==> config.mk <==
export PLATFORM = sky130hd
export DESIGN_NAME = baud_rate_generator
export DESIGN_NICKNAME = d
export VERILOG_FILES = /design/src/rtl/baud_rate_generator.sv
export SDC_FILE = /design/constraint.sdc
export NUM_CORES = 1
export LEC_CHECK = 0
export CAP_MARGIN = 15
export CORE_MARGIN = 4
export CORE_UTILIZATION = 35
export DETAILED_ROUTE_END_ITERATION = 8
export SYNTH_ARGS = -nofsm -noshare
export SYNTH_HDL_FRONTEND = slang
export SYNTH_SLANG_ARGS = --single-unit
==> constraint.sdc <==
create_clock -name clk -period 5.9 [get_ports clk]
set_clock_uncertainty 0.2 [all_clocks]
set_input_delay 0.885 -clock clk [delete_from_list [all_inputs] [get_ports clk]]
set_output_delay 0.885 -clock clk [all_outputs]
set_load 0.02 [all_outputs]
==> src/rtl/baud_rate_generator.sv <==
// baud_rate_generator: phase-accumulator UART tick source with oversampling and 1x bit strobes.
// Optional feature macro BAUD_CUSTOM_INC_EN adds a runtime-loadable custom increment.

module baud_rate_generator #(
    parameter int unsigned CLK_FREQ_HZ = 100_000_000,
    parameter int unsigned OVERSAMPLE  = 16,
    parameter int unsigned ACC_W       = 24
) (
    input  logic                          clk,
    input  logic                          reset,
    input  logic                          enable,
    input  logic [2:0]                    baud_select,
`ifdef BAUD_CUSTOM_INC_EN
    input  logic                          inc_load,
    input  logic [ACC_W-1:0]              inc_value,
`endif
    output logic                          sample_ENABLE,
    output logic                          tx_ENABLE,
    output logic [$clog2(OVERSAMPLE)-1:0] sample_phase
);

    localparam int unsigned PH_W    = $clog2(OVERSAMPLE);
    localparam int unsigned N_RATES = 8;

    function automatic longint unsigned baud_of(input int unsigned s);
        case (s)
            0:       return 64'd300;
            1:       return 64'd1200;
            2:       return 64'd4800;
            3:       return 64'd9600;
            4:       return 64'd19200;
            5:       return 64'd38400;
            6:       return 64'd57600;
            default: return 64'd115200;
        endcase
    endfunction

    // Rounded phase increment for one preset rate.
    function automatic longint unsigned inc_of(input int unsigned s);
        longint unsigned num;
        num = baud_of(s) * 64'(OVERSAMPLE) * (64'd1 << ACC_W);
        return (num + 64'(CLK_FREQ_HZ / 2)) / 64'(CLK_FREQ_HZ);
    endfunction

    localparam longint unsigned INC_LIMIT = 64'd1 << (ACC_W - 1);

    localparam logic [ACC_W-1:0] INC_TAB [N_RATES] = '{
        ACC_W'(inc_of(0)), ACC_W'(inc_of(1)), ACC_W'(inc_of(2)), ACC_W'(inc_of(3)),
        ACC_W'(inc_of(4)), ACC_W'(inc_of(5)), ACC_W'(inc_of(6)), ACC_W'(inc_of(7))
    };

    // Elaboration guards on the parameter set and the derived increment table.
    generate
        if (OVERSAMPLE < 4 || OVERSAMPLE > 64 || (OVERSAMPLE & (OVERSAMPLE - 1)) != 0) begin : g_bad_ovs
            $fatal(1, "baud_rate_generator: OVERSAMPLE must be a power of 2 in 4..64");
        end
        if (ACC_W < 8 || ACC_W > 40) begin : g_bad_acc_w
            $fatal(1, "baud_rate_generator: ACC_W must be in 8..40");
        end
        for (genvar i = 0; i < N_RATES; i++) begin : g_inc_chk
            if (inc_of(i) == 64'd0 || inc_of(i) >= INC_LIMIT) begin : g_bad_inc
                $fatal(1, "baud_rate_generator: increment for rate %0d out of range", i);
            end
        end
    endgenerate

    logic [2:0]       sel_q, sel_d;
    logic [ACC_W-1:0] acc_q, acc_d;
    logic [PH_W-1:0]  ovs_q, ovs_d;
    logic             sample_d;
    logic             tx_d;
    logic [ACC_W-1:0] inc_sel;
    logic [ACC_W:0]   sum;
    logic             restart;
`ifdef BAUD_CUSTOM_INC_EN
    logic             custom_q, custom_d;
    logic [ACC_W-1:0] cinc_q, cinc_d;
`endif

    // Next-state: restart beats accumulation; enable gates the add and the strobes.
    always_comb begin
        sel_d    = sel_q;
        acc_d    = acc_q;
        ovs_d    = ovs_q;
        sample_d = 1'b0;
        tx_d     = 1'b0;
        inc_sel  = INC_TAB[sel_q];
        restart  = (baud_select != sel_q);
`ifdef BAUD_CUSTOM_INC_EN
        custom_d = custom_q;
        cinc_d   = cinc_q;
        if (custom_q) begin
            inc_sel = cinc_q;
        end
        if (inc_load && (inc_value != '0)) begin
            cinc_d   = inc_value;
            custom_d = 1'b1;
            restart  = 1'b1;
        end else if (restart) begin
            custom_d = 1'b0;
        end
`endif
        sum = {1'b0, acc_q} + {1'b0, inc_sel};

        if (restart) begin
            sel_d = baud_select;
            acc_d = '0;
            ovs_d = '0;
        end else if (enable) begin
            acc_d = sum[ACC_W-1:0];
            if (sum[ACC_W]) begin
                sample_d = 1'b1;
                tx_d     = (ovs_q == PH_W'(OVERSAMPLE - 1));
                ovs_d    = ovs_q + PH_W'(1);
            end
        end
    end

    always_ff @(posedge clk) begin
        if (!reset) begin
            sel_q         <= baud_select;
            acc_q         <= '0;
            ovs_q         <= '0;
            sample_ENABLE <= 1'b0;
            tx_ENABLE     <= 1'b0;
`ifdef BAUD_CUSTOM_INC_EN
            custom_q      <= 1'b0;
            cinc_q        <= '0;
`endif
        end else begin
            sel_q         <= sel_d;
            acc_q         <= acc_d;
            ovs_q         <= ovs_d;
            sample_ENABLE <= sample_d;
            tx_ENABLE     <= tx_d;
`ifdef BAUD_CUSTOM_INC_EN
            custom_q      <= custom_d;
            cinc_q        <= cinc_d;
`endif
        end
    end

    assign sample_phase = ovs_q;

endmodule

Word level (Yosys, flattened, before mapping) --
Memory sizes are Yosys's and may differ from the RTL's. Index checks and enable logic that the tools add are counted.
Storage, ports and cells: input port bits 6, word-level logic and storage cells 25, ROM bits 192, output and inout bits 6, bits in registers 33, memories 1
Operators by class: bitwise operators 4, muxes and demuxes 5, add/sub/neg operators 2, $lt $le $gt $ge 1, eq/ne operators 3, reduce and logical (&&, ||, !) cells 4
Memory list:
- (no name shown) | depth 8, width 24, rd ports 1, clocked after Yosys merged registers in 0, write ports 0, line 87 | inc_sel = INC_TAB[sel_q];
Operators with widths (count):
- 2-to-1 mux 24 bit | 2
- adder 24 x 24 -> 25 bit | 1
- 2-to-1 mux 3 bit | 2
- adder 4 x 1 -> 4 bit, second input constant | 1
- == test 4 bit, second input constant | 1
- greater-or-equal comparator 4 bit, second input constant | 1
- NOT 3 -> 4 bit | 1
- OR reduction 4 bit | 1
- inequality test 3 bit | 1
- NOT 1 bit | 3
- OR reduction 3 bit | 1
- inequality test 2 x 1 -> 1 bit, second input constant | 1
- AND reduction 2 bit | 1
- OR reduction 2 bit | 1
- 2-to-1 mux 1 bit | 1

Longest topological paths before layout --
depth in word-level cells 7, gate-level depth with buffers 14

Worst setup path before layout --
OpenSTA, ideal clock, no wires.
kind reg2reg, start point reg sel_q[0], end point reg acc_q[20], data required time 5.584 ns, data arrival time 2.908 ns, path buffers 0, setup slack 2.676 ns, cell stages (with the launch flop) 15, cell sequence edfxtp_1 -> inv_1 -> ha_1 -> inv_1 -> a21oi_1 -> ha_1 -> inv_1 -> fa_1 -> nor2b_4 -> o2111ai_2 -> nand3b_4 -> a211oi_4 -> o41ai_4 -> a21oi_1 -> a31o_2
Between the ends: cells in the longest elaborated chain, start to end 5
RTL lines:
- from (decl) | line 67 | logic [2:0] sel_q, sel_d;
- from (signal assigned) | line 121 | sel_q <= baud_select;
- from (signal assigned) | line 131 | sel_q <= sel_d;
- NOT 3 -> 4 bit (not written as such) | line 87
- memory (8 x 24 bit)
- 2-to-1 mux 24 bit (not written as such) (2 in series) | line 87
- adder 24 x 24 -> 25 bit | line 103 | sum = {1'b0, acc_q} + {1'b0, inc_sel};
- to (signal assigned) | line 122 | acc_q <= '0;
- to (signal assigned) | line 132 | acc_q <= acc_d;
- to (decl) | line 68 | logic [ACC_W-1:0] acc_q, acc_d;
Several ways; a longest one is shown, not always the timed one. The select of a mux whose other input is x is not followed. A chain may end at the register's enable or synchronous reset.

Worst setup path after layout --
Same ends and word-level chain as after synthesis.

==> impl_metrics.json <==
{
  "synth_ff_type": "dfxtp_1",
  "cts_tree": "built",
  "gp_congestion": 0.900,
  "cts_buffers": 5,
  "die_area_mm2": 0.00911,
  "yosysSeqAreaShare_pct": 25.8,
  "cts_sinks": 33,
  "min_period_ns": 3.61,
  "row_count": 31,
  "fmax_mhz": 277,
  "worst_setup_path_start_kind": "flop",
  "status": "complete, no violations",
  "wire_per_inst_um": 14.3,
  "synth_top_area_share_pct": 22.4,
  "irDropWorstVdd_mv": 0.128,
  "period_share_pct": 61.3,
  "required_ns": 5.89,
  "remaining_drc_errors": 0,
  "hold_buffers": 0,
  "synth_common_cells": "nand2_1 (33), nor2_1 (32), dfxtp_1 (30), a21oi_1 (27), ha_1 (27)",
  "fin_ws_ns": 2.29,
  "tightest_slew_ns": 0.835,
  "cp.arrival_ns": 3.60,
  "die_w_um": 95.4,
  "synthTopCellsByArea": "dfxtp_1 (22%), ha_1 (13%), mux2i_1 (5.2%), a21oi_1 (5.0%), nand2_1 (4.6%)",
  "drt_iter0_markers": 102,
  "pwr_density_cell_mw_per_mm2": 200,
  "via_per_inst": 5.30,
  "synth_seq_cells": 33,
  "yosysTopAreaCell": "dfxtp_1",
  "synthArstFlopShare_pct": 0,
  "cts_buffer_depth": 2,
  "vias": 2264,
  "postCtsSetupBuffers": 0,
  "syn_inst": 321,
  "synth_edf_count": 3,
  "grt_max_degree": 33,
  "final_cells": 427,
  "routed_wl_um": 6110,
  "max-slew-margin-rel_pct": 44.3,
  "dpl.cell_count": 419,
  "overflow": 0,
  "finalHoldViolCount": 0,
  "diodes": 0,
  "p_leak_nw": 1.22,
  "syn-num-nets": 355,
  "yosysWarningCount": 0,
  "cp-end-kind": "flop",
  "place_ws_ns": 2.09,
  "area_growth_syn_to_layout_pct": 10.4,
  "h-tree-depth": 2,
  "drv_cap": 0,
  "clkTransAtPathRegs_ns": 0.07,
  "rsz0062_at_grt": "no",
  "setup_viol": 0,
  "clockRootBuffer": "clkbuf_8",
  "cts_resized": 0,
  "holdCritPathClass": "reg -> reg",
  "slew_violations": 0,
  "criticalPathCategory": "reg -> reg",
  "fin_tns_setup_ns": 0,
  "drive_above_1_share_pct": 7.93,
  "io_pins": 12,
  "core_area_mm2": 0.00733,
  "grt_pass1_vias": 2209,
  "path_max_fanout": 10,
  "ant_nets": 0,
  "ys_types": 63,
  "grt_pass1_wl_um": 10400,
  "syn_area_per_cell_um2": 8.34,
  "die_h_um": 95.4,
  "finalNetCount": 361,
  "post-synth-top-count-cell": "nand2_1",
  "synth_area_mm2": 0.00268,
  "antenna_found_initial": 0,
  "hpwl_um": 4570,
  "initial_utilization_pct": 36.5,
  "first_pass_iters": 4,
  "port_buffers": 11,
  "insertion_delay_ns": 0.29,
  "grtUsageTotal_pct": 14.5
}
state kept, by name (all words and copies together) (netlist names):
| name | cells |
|---|---|
| acc_q | 24 |
| sample_ENABLE | 1 |
| sample_phase | 4 |
| sel_q | 3 |
| tx_ENABLE | 1 |
logic make-up (layout without fill, tap and decap cells):
family / count (synthesis) / after routing / synth area share, %
buffers and inverters: 26 / 33 / 4.96
multiplexers: 15 / 15 / 5.66
XOR/XNOR: 17 / 17 / 5.56
flip-flops: 33 / 33 / 25.8
AND/OR/NAND/NOR: 121 / 121 / 23.9
adder cells (fa/ha/maj): 28 / 28 / 13.4
AO/OA/AOI/OAI: 81 / 81 / 20.7
per-stage QoR:
stage / hold slack [ns] / utilization (%) / total power [mW] / instance area (um2)
after floorplan: 0.251 / - / 0.342 / 2680
after global placement: 0.263 / 38.7 / 0.365 / 2840
after detailed placement: 0.275 / 38.7 / 0.367 / 2840
after CTS: 0.286 / 40.3 / 0.595 / 2950
after global routing: 0.314 / 40.3 / 0.622 / 2950
final: 0.282 / 40.3 / 0.591 / 2950
area by class of cell:
cell class | count | area [um2]
Timing Repair Buffer | 13 | 125
Clock inverter | 1 | 30.0
Tap cell | 99 | 124
Clock buffer | 7 | 86.3
Multi-Input combinational cell | 262 | 1850
Sequential cell | 33 | 691
Fill cell | 743 | 4380
Inverter | 12 | 45.0
report_power, final:
group	switching (mW)	internal [mW]	total, mW	leakage, nW
combinational	0.0746	0.0501	0.125	0.885
clock	0.0915	0.138	0.229	0.0585
sequential	0.00660	0.230	0.237	0.273
layout by cell type (no fill, tap or decap), drive strengths merged, types with 3 or more instances in the layout:
master,count
xnor2,10
nor2,33
a21oi,27
nand3,11
mux2i,14
o21a,4
o21ai,20
clkbuf,7
nand3b,9
ha,27
nand2b,4
nand2,33
and3,7
and2,3
a21o,5
edfxtp,3
xor2,7
nor2b,6
nand4,4
a211oi,4
clkdlybuf4s50,11
dfxtp,30
nor3,5
inv,12
final timing paths:
path | slack, ns | startpoint | endpoint | cells after the start
setup / recovery | 2.29 | sel_q[0]$_DFFE_PP_ | acc_q[20]$_SDFFE_PP0P_ | 14
hold / removal | 0.28 | acc_q[17]$_SDFFE_PP0P_ | acc_q[17]$_SDFFE_PP0P_ | 2
setup reg to reg | 2.29 | sel_q[0]$_DFFE_PP_ | acc_q[20]$_SDFFE_PP0P_ | 14
hold reg to reg | 0.28 | acc_q[17]$_SDFFE_PP0P_ | acc_q[17]$_SDFFE_PP0P_ | 2
metal layers:
metal | global-route usage, % | routed length (um) | share of wire (%)
met1 | 19.1 | 3040 | 50
met2 | 24.3 | 2880 | 47
met3 | 3.08 | 112 | 1.8
met4 | 3.20 | 77 | 1.3
met5 | 0 | 0 | 0
critical path: stages (launching register included):
cell       delay (ns)
edfxtp_1         0.55
inv_1            0.15
ha_1             0.34
inv_1            0.05
a21oi_1          0.15
ha_1             0.18
inv_1            0.05
fa_1             0.43
nor2b_4          0.15
o2111ai_2        0.15
nand3b_4         0.17
a211oi_4         0.10
o41ai_4          0.48
a21oi_1          0.14
a31o_2           0.22
Power figures use the tool's default switching activity.
